==> config.mk <==
export PLATFORM = sky130hd
export DESIGN_NAME = simcomp_core
export DESIGN_NICKNAME = d
export VERILOG_FILES = /design/src/rtl/simcomp_pkg.sv /design/src/rtl/simcomp_regfile.sv /design/src/rtl/simcomp_core.sv
export SDC_FILE = /design/constraint.sdc
export NUM_CORES = 2
export LEC_CHECK = 0
export CORE_ASPECT_RATIO = 1.2
export CORE_UTILIZATION = 40
export CTS_BUF_LIST = sky130_fd_sc_hd__clkbuf_2 sky130_fd_sc_hd__clkbuf_4 sky130_fd_sc_hd__clkbuf_8
export DETAILED_ROUTE_END_ITERATION = 12
export GPL_ROUTABILITY_DRIVEN = 0
export GPL_TIMING_DRIVEN = 0
export PLACE_DENSITY_LB_ADDON = 0.1
export SETUP_SLACK_MARGIN = 0.3
export SLEW_MARGIN = 20
export SYNTH_ARGS = -nofsm -noshare
export SYNTH_HDL_FRONTEND = slang
export SYNTH_SLANG_ARGS = --single-unit
export TNS_END_PERCENT = 100
==> constraint.sdc <==
create_clock -name clock -period 29.2 [get_ports clock]
set_clock_uncertainty 0.05 [all_clocks]
set_input_delay 7.3 -clock clock [delete_from_list [all_inputs] [get_ports clock]]
set_output_delay 7.3 -clock clock [all_outputs]
set_load 0.005 [all_outputs]
==> src/rtl/simcomp_pkg.sv <==
// rtl/simcomp_pkg.sv - opcodes, FSM states and decode helper for simcomp_core (SIMCOMP_BRANCH_EN aware)
package simcomp_pkg;

  localparam logic [3:0] OP_HALT  = 4'h0;
  localparam logic [3:0] OP_LOAD  = 4'h3;
  localparam logic [3:0] OP_ADD   = 4'h7;
  localparam logic [3:0] OP_SUB   = 4'h8;
  localparam logic [3:0] OP_JMP   = 4'h9;
  localparam logic [3:0] OP_JZ    = 4'hA;
  localparam logic [3:0] OP_STORE = 4'hB;

  typedef enum logic [2:0] {
    IDLE     = 3'd0,
    GET_ADDR = 3'd1,
    FETCH    = 3'd2,
    DECODE   = 3'd3,
    OPERAND  = 3'd4,
    EXECUTE  = 3'd5,
    HALT     = 3'd6,
    FAULT    = 3'd7
  } state_t;

  // Opcodes whose OPERAND cycle reads data memory.
  function automatic logic reads_mem(input logic [3:0] op);
    return (op == OP_LOAD) || (op == OP_ADD) || (op == OP_SUB);
  endfunction

endpackage

==> src/rtl/simcomp_regfile.sv <==
// rtl/simcomp_regfile.sv - register file, one async read port, one write port, async clear
module simcomp_regfile #(
  parameter int DATA_W = 16,
  parameter int IDX_W  = 4
) (
  input  logic              clock,
  input  logic              reset,
  input  logic              we,
  input  logic [IDX_W-1:0]  waddr,
  input  logic [DATA_W-1:0] wdata,
  input  logic [IDX_W-1:0]  raddr,
  output logic [DATA_W-1:0] rdata
);

  logic [DATA_W-1:0] regs [0:(1<<IDX_W)-1];

  always_ff @(posedge clock or posedge reset) begin
    if (reset) begin
      for (int i = 0; i < (1 << IDX_W); i++) regs[i] <= '0;
    end else if (we) begin
      regs[waddr] <= wdata;
    end
  end

  assign rdata = regs[raddr];

endmodule

==> src/rtl/simcomp_core.sv <==
// rtl/simcomp_core.sv - 5-cycle multicycle accumulator-style core; SIMCOMP_BRANCH_EN adds JMP/JZ
module simcomp_core
  import simcomp_pkg::*;
#(
  parameter int DATA_W    = 16,
  parameter int ADDR_W    = 8,
  parameter int REG_IDX_W = 4,
  parameter int RESET_PC  = 20
) (
  input  logic              clock,
  input  logic              reset,
  input  logic              run,
  input  logic              prog_we,
  input  logic [ADDR_W-1:0] prog_addr,
  input  logic [DATA_W-1:0] prog_data,
  output logic [ADDR_W-1:0] pc,
  output logic [DATA_W-1:0] ir,
  output logic [DATA_W-1:0] mbr,
  output logic [ADDR_W-1:0] mar,
  output logic              zero,
  output logic              halted,
  output logic              fault
);

  if (DATA_W < 4 + REG_IDX_W + ADDR_W) begin : g_width_check
    $error("simcomp_core: DATA_W too small for opcode, register index and address fields");
  end

  state_t                 state;
  logic [DATA_W-1:0]      mem [0:(1<<ADDR_W)-1];
  logic [3:0]             opcode;
  logic [REG_IDX_W-1:0]   idx;
  logic [ADDR_W-1:0]      opnd_addr;
  logic [DATA_W-1:0]      rf_rdata;
  logic [DATA_W-1:0]      rf_wdata;
  logic                   rf_we;
  logic                   mem_we;

  assign opcode    = ir[DATA_W-1 -: 4];
  assign idx       = ir[DATA_W-5 -: REG_IDX_W];
  assign opnd_addr = ir[ADDR_W-1:0];

  always_comb begin
    rf_we    = 1'b0;
    rf_wdata = mbr;
    if (state == EXECUTE) begin
      case (opcode)
        OP_LOAD: begin rf_we = 1'b1; rf_wdata = mbr;            end
        OP_ADD:  begin rf_we = 1'b1; rf_wdata = rf_rdata + mbr; end
        OP_SUB:  begin rf_we = 1'b1; rf_wdata = rf_rdata - mbr; end
        default: ;
      endcase
    end
  end

  assign mem_we = (state == EXECUTE) && (opcode == OP_STORE);

  simcomp_regfile #(.DATA_W(DATA_W), .IDX_W(REG_IDX_W)) u_regfile (
    .clock (clock),
    .reset (reset),
    .we    (rf_we),
    .waddr (idx),
    .wdata (rf_wdata),
    .raddr (idx),
    .rdata (rf_rdata)
  );

  // Memory is not reset; a STORE caught by reset is dropped because reset gates the write.
  always_ff @(posedge clock) begin
    if (!reset) begin
      if (state == IDLE && prog_we) mem[prog_addr] <= prog_data;
      else if (mem_we)              mem[mar]       <= mbr;
    end
  end

  always_ff @(posedge clock or posedge reset) begin
    if (reset) begin
      state  <= IDLE;
      pc     <= ADDR_W'(RESET_PC);
      ir     <= '0;
      mbr    <= '0;
      mar    <= '0;
      zero   <= 1'b0;
      halted <= 1'b0;
      fault  <= 1'b0;
    end else begin
      case (state)
        IDLE:     if (run) state <= GET_ADDR;
        GET_ADDR: begin mar <= pc; state <= FETCH; end
        FETCH: begin
          ir    <= mem[mar];
          pc    <= pc + 1'b1;
          state <= DECODE;
        end
        DECODE:   begin mar <= opnd_addr; state <= OPERAND; end
        OPERAND: begin
          if (reads_mem(opcode))       mbr <= mem[mar];
          else if (opcode == OP_STORE) mbr <= rf_rdata;
          state <= EXECUTE;
        end
        EXECUTE: begin
          state <= GET_ADDR;
          case (opcode)
            OP_HALT: begin state <= HALT; halted <= 1'b1; end
            OP_LOAD, OP_ADD, OP_SUB: zero <= (rf_wdata == '0);
            OP_STORE: ;
`ifdef SIMCOMP_BRANCH_EN
            OP_JMP: pc <= opnd_addr;
            OP_JZ:  if (zero) pc <= opnd_addr;
`endif
            default: begin state <= FAULT; fault <= 1'b1; end
          endcase
        end
        HALT:     state <= HALT;
        FAULT:    state <= FAULT;
        default:  state <= FAULT;
      endcase
    end
  end

endmodule

== Yosys cells after proc, flatten, opt, wreduce, memory -nomap -nowiden ==
Memory sizes are Yosys's and may differ from the RTL's.
Cells that the tools add are included.
Word-level totals
  bits in registers: 310
  memory bits (writable): 4096
  output and inout bits: 51
  logic and storage cells: 88
  memories: 1
Operators by class
  add/sub/neg operators: 3
  order comparisons: 2
  eq/ne operators: 12
  multiplexer cells: 26
  bitwise gates (word level): 2
  reductions and logical operators: 18
Memories
  mem: words 256, bits a word 16, read ports 1, clocked after memory_dff 0, wr ports 1, RTL line simcomp_core.sv:30  | logic [DATA_W-1:0] mem [0:(1<<ADDR_W)-1];
Operator list (count)
  $bwmux 256: 1
  $mux 16: 7
  $bmux 16 s4: 1
  $demux 16 s4: 1
  $pmux 16 s2: 1
  $pmux 3 s8: 1
  $add 16x16->16: 1
  $logic_not 16->1: 1
  $pmux 8 s2: 1
  $reduce_or 16->1: 1
  $sub 16x16->16: 1
  $eq 3x3->1 const B: 4
  $mux 1: 10
  $add 8x1->8 const B: 1
  $eq 4x4->1 const B: 2
  $mux 8: 1
  $reduce_and 2->1: 4
  $eq 3x2->1 const B: 2
  $pmux 3 s2: 1
  $ge 5x5->1 const B: 1
  $lt 5x1->1 const B: 1
  $not 4->5: 1
  $reduce_or 5->1: 1
  $eq 4x2->1 const B: 1
  other kinds (12): 16

== Depth between registers and ports, before layout ==
  depth in word-level cells: 8
  depth in mapped cells: 17
  gate-level depth less buffers: 15

== Hierarchy ==
Synthesis repeated with hierarchy kept, for this count alone.
Second synthesis, totals
  cell total of the unflattened synthesis: 8066
  area total of the unflattened synthesis: 172743.2 µm²
Modules (own cells, without submodules)
  simcomp_core: times used 1, cells each 7354, area an instance 161238.4 µm², seq. area each 124351.8 µm²
  simcomp_regfile: times used 1, cells each 712, area an instance 11504.8 µm², seq. area each 6406.1 µm²

== Least setup slack after synthesis ==
No wires, ideal clock.
  path kind: in2reg
  start point: in reset
  end point: mem mem[0][0] (data pin)
  arrival time: 18.055 ns
  data required time: 26.961 ns
  setup slack: 8.907 ns
  stages on the path: 4
  path buffers: 2
  path through: or3_1 > clkbuf_1 > clkbuf_1 > o21ai_0
Between the ends
  cells in the longest elaborated chain, start to end: 4
RTL lines
  from (decl): RTL line simcomp_core.sv:11  | input logic reset,
  $mux 1: RTL line simcomp_core.sv:70  | if (!reset) begin
  $mux 1 (not written as such): RTL line simcomp_core.sv:72  | else if (mem_we) mem[mar] <= mbr;
  $reduce_or 16->1 (no source line)
  $mux 16 (no source line)
  to (decl): RTL line simcomp_core.sv:30
Every way passes these cells.

== Final worst setup path ==
  start point: in reset
  end point: mem mem[23][1] (enable)
Between the ends
  cells in the longest elaborated chain, start to end: 4
  elaborated cells between the ends (all ways): 7
  those cells by class: mux (6); reduce/logical (1)
RTL lines (RTL line)
  $mux 1: simcomp_core.sv:70
  $mux 1 (not written as such): simcomp_core.sv:72
  $reduce_or 16->1 (no source line)
  $mux 8 (no source line) or $mux 1 (tied branches)
Several ways; a longest one is shown, not always the timed one.

==> results_dict.tcl <==
set metrics [dict create \
    rsz0062_at_grt "no" \
    grt_pass1_wl_mm 939 \
    crit_path_top_delay_cell "clkbuf_1" \
    path_buf_inv 3 \
    worst_ep_required_time_ps 30080 \
    num_vias 100617 \
    yosysMostFrequentCell "edfxtp_1" \
    gr-usage-all-layers_pct 33.2 \
    slowest_delay_ps 1000 \
    status "complete, no violations" \
    yosysTopAreaCellShare_pct 71.4 \
    ys_top_cells_by_count "edfxtp_1, mux4_2, nand2_1" \
    routed_wirelength_mm 726 \
    ctsHtreeMaxLevel 6 \
    hold_viol_final 0 \
    route.detailed.drc 0 \
    dp_slack_ps 16570 \
    root_buffer "clkbuf_8" \
    cp.depth 8 \
    cellLeakagePower_nw 65.0 \
    yosysWarningCount 0 \
    synth.avg_cell_area_um2 20.7 \
    antenna_found_initial 55 \
    reg2reg_to "ir[11]$_DFFE_PP0P_" \
    ctsResizeCount 0 \
    synth-main-ff-cell "edfxtp_1" \
    cp-endpoint "mem[23][1]$_DFFE_PP_" \
    crit_path_start "reset" \
    critical-path-top-delay-family "buffers and inverters" \
    cp-end-kind "register" \
    start_util_pct 40.2 \
    tightest_slew_ps 1330 \
    die_x_um 601 \
    synthesis.area_mm2 0.172 \
    reg2reg_depth 12 \
    synthCells 8312 \
    die_area_mm2 0.433 \
    drive_above_1_share_pct 32.9 \
    clock-sinks 4406 \
    whs_path_depth 1 \
    drtIter0Drc 15692 \
    yosys-top-cells-area "edfxtp_1, mux4_2, dfrtp_1" \
    area_delta_synth_final_pct 17.9 \
    path_cells "clkdlybuf4s50_1, or3_1, clkbuf_1, nand3b_1, o21ai_1, nand2_1, clkbuf_1, nor2_4" \
    pin_count 79 \
    setup_slack_ps 17580 \
    maxSlewViolCount 0 \
    hold_buffers 0 \
    synth.ff_latch_count 4406 \
    rr_startpoint "mar[1]$_DFFE_PP0P_" \
    power.density_mw_per_mm2 95.6 \
    async_flop_share_pct 7.04 \
    dpl.hpwl_mm 507 \
    wl_per_cell_um 46.3 \
    min_period_over_period_pct 39.8 \
    cts.path.max_buffers 4 \
    p_total_mw 19.4 \
    core_mm2 0.428 \
    num_rows 263 \
    postCtsSetupRepairBufs 0 \
    first_pass_iters 7 \
    yosysTopAreaCell "edfxtp_1" \
    critical_path_class "primary input to register" \
    crit_arrival_ps 12510 \
    grt_pass1_vias 97295 \
    seq_area_frac_synth_pct 75.9 \
    final_antenna_net_count 0 \
    io_buffer_count 78 \
    relSlewSlack_pct 11.2 \
    grt_max_degree 106 \
    hold_slack_ps 418 \
    cts_made_buffers 696 \
    fin_crit_ps 11620 \
    syn_nets 8358 \
    worst_skew_pair.late_latency_ps 1350 \
    synth_cell_types 82 \
    r2r_slack_ps 21390 \
    synth_enable_flop_cells 4096 \
    finalSetupViolCount 0 \
    max_cap_violations 0 \
    clk_pin_slew_ps 60 \
    cp_max_fo 16 \
    critPathLaunchType "primary input" \
    cts_tree "built" \
    vdd_ir_drop_max_uv 66.9 \
    grt_overflow_total 0 \
    layout.nets 9457 \
    cp_common_cell "clkbuf_1" \
    fmax_mhz 86.0 \
    viasPerCell 6.41 \
    dieHeight_um 721 \
    hold_path.class "register to register" \
]
-- layout by cell type (no fill, tap or decap), types with 53 or more instances in the layout --
master,count
a21oi_1,153
a22oi_1,72
buf_12,109
buf_16,173
buf_2,181
buf_4,101
clkbuf_1,124
clkbuf_2,80
clkbuf_4,242
clkbuf_8,716
clkdlybuf4s50_1,78
clkinv_1,160
clkinv_2,59
dfrtp_1,308
edfxtp_1,4096
mux2_2,53
mux2i_1,222
mux4_2,1131
nand2_1,432
nor2_1,175
nor2_4,250
o21ai_0,189
o22ai_1,66
-- report_power, final --
group          internal (mW)  leakage (nW)  switching (mW)  total (mW)
clock                   2.65          6.99            2.54        5.19
sequential              7.00          41.0           0.107        7.11
combinational           2.12          17.0            5.01        7.13
total                   11.8          65.0            7.66        19.4
-- routing by layer --
metal / wire length [um] / up-vias / track usage [%]
met5: 405 / - / 0.354
met4: 61400 / 26 / 23.2
met3: 88400 / 1935 / 12.1
met2: 323000 / 7420 / 49.8
met1: 254000 / 54339 / 40.0
li1: - / 36897 / -
-- cells by family (layout without fill, tap and decap cells) --
group | Yosys count | count (layout) | share of synthesized area, %
buffers and inverters | 531 | 2158 | 1.56
other | 0 | 49 | 0
and+or+nand+nor | 1113 | 1113 | 2.76
xor gates and xnor gates | 27 | 27 | 0.142
AOI/OAI and AO/OA | 810 | 810 | 3.09
DFF | 4406 | 4406 | 75.9
adders and majority gates | 18 | 18 | 0.135
muxes | 1407 | 1407 | 16.4
-- per-stage QoR --
stage | instances | instance area (um2) | TNS [ps] | util (%)
floorplan | 8312 | 172000 | 0 | -
global placement | 14087 | 180000 | -4000160 | 42.1
detailed placement | 14406 | 190000 | 0 | 44.3
CTS | 15632 | 203000 | 0 | 47.4
global route | 15641 | 203000 | 0 | 47.4
finish | 15685 | 203000 | 0 | 47.5
-- registers in the layout, indices dropped and copies added (netlist names) --
register and flops:
state 3, mbr 16, mem 4096, zero 1
u_regfile.regs 256, pc 8, ir 16, halted 1
mar 8, fault 1
-- area by class of cell --
class | instances | area [um2]
flip-flops and latches | 4406 | 131000
clock buffers | 955 | 11600
repair buffers | 401 | 8160
clock inverters | 271 | 1550
fillers | 35571 | 225000
inverters | 19 | 78.8
diodes | 49 | 123
plain buffers | 512 | 2770
multi-input cells | 3375 | 41000
well taps | 5697 | 7130
-- worst min-delay path by stage --
stage                                    start                               to
6_report                    halted$_DFFE_PP0P_               halted$_DFFE_PP0P_
5_1_grt         u_regfile.regs[90]$_DFFE_PP0P_   u_regfile.regs[90]$_DFFE_PP0P_
4_1_cts                     halted$_DFFE_PP0P_               halted$_DFFE_PP0P_
3_5_place_dp                halted$_DFFE_PP0P_               halted$_DFFE_PP0P_
3_3_place_gp                 fault$_DFFE_PP0P_                fault$_DFFE_PP0P_
2_1_floorplan  u_regfile.regs[144]$_DFFE_PP0P_  u_regfile.regs[144]$_DFFE_PP0P_
-- worst register-to-register path, stage by stage, from the launching register on --
cell and delay, ps:
dfrtp_1 410, buf_2 690, buf_4 470, buf_2 750, buf_2 790, buf_4 580, buf_2 740, a211oi_1 400
a31oi_1 650, o2111ai_1 200, o211ai_1 990, o311ai_1 660, o21ai_1 330
(Power assumes the default switching activity.)
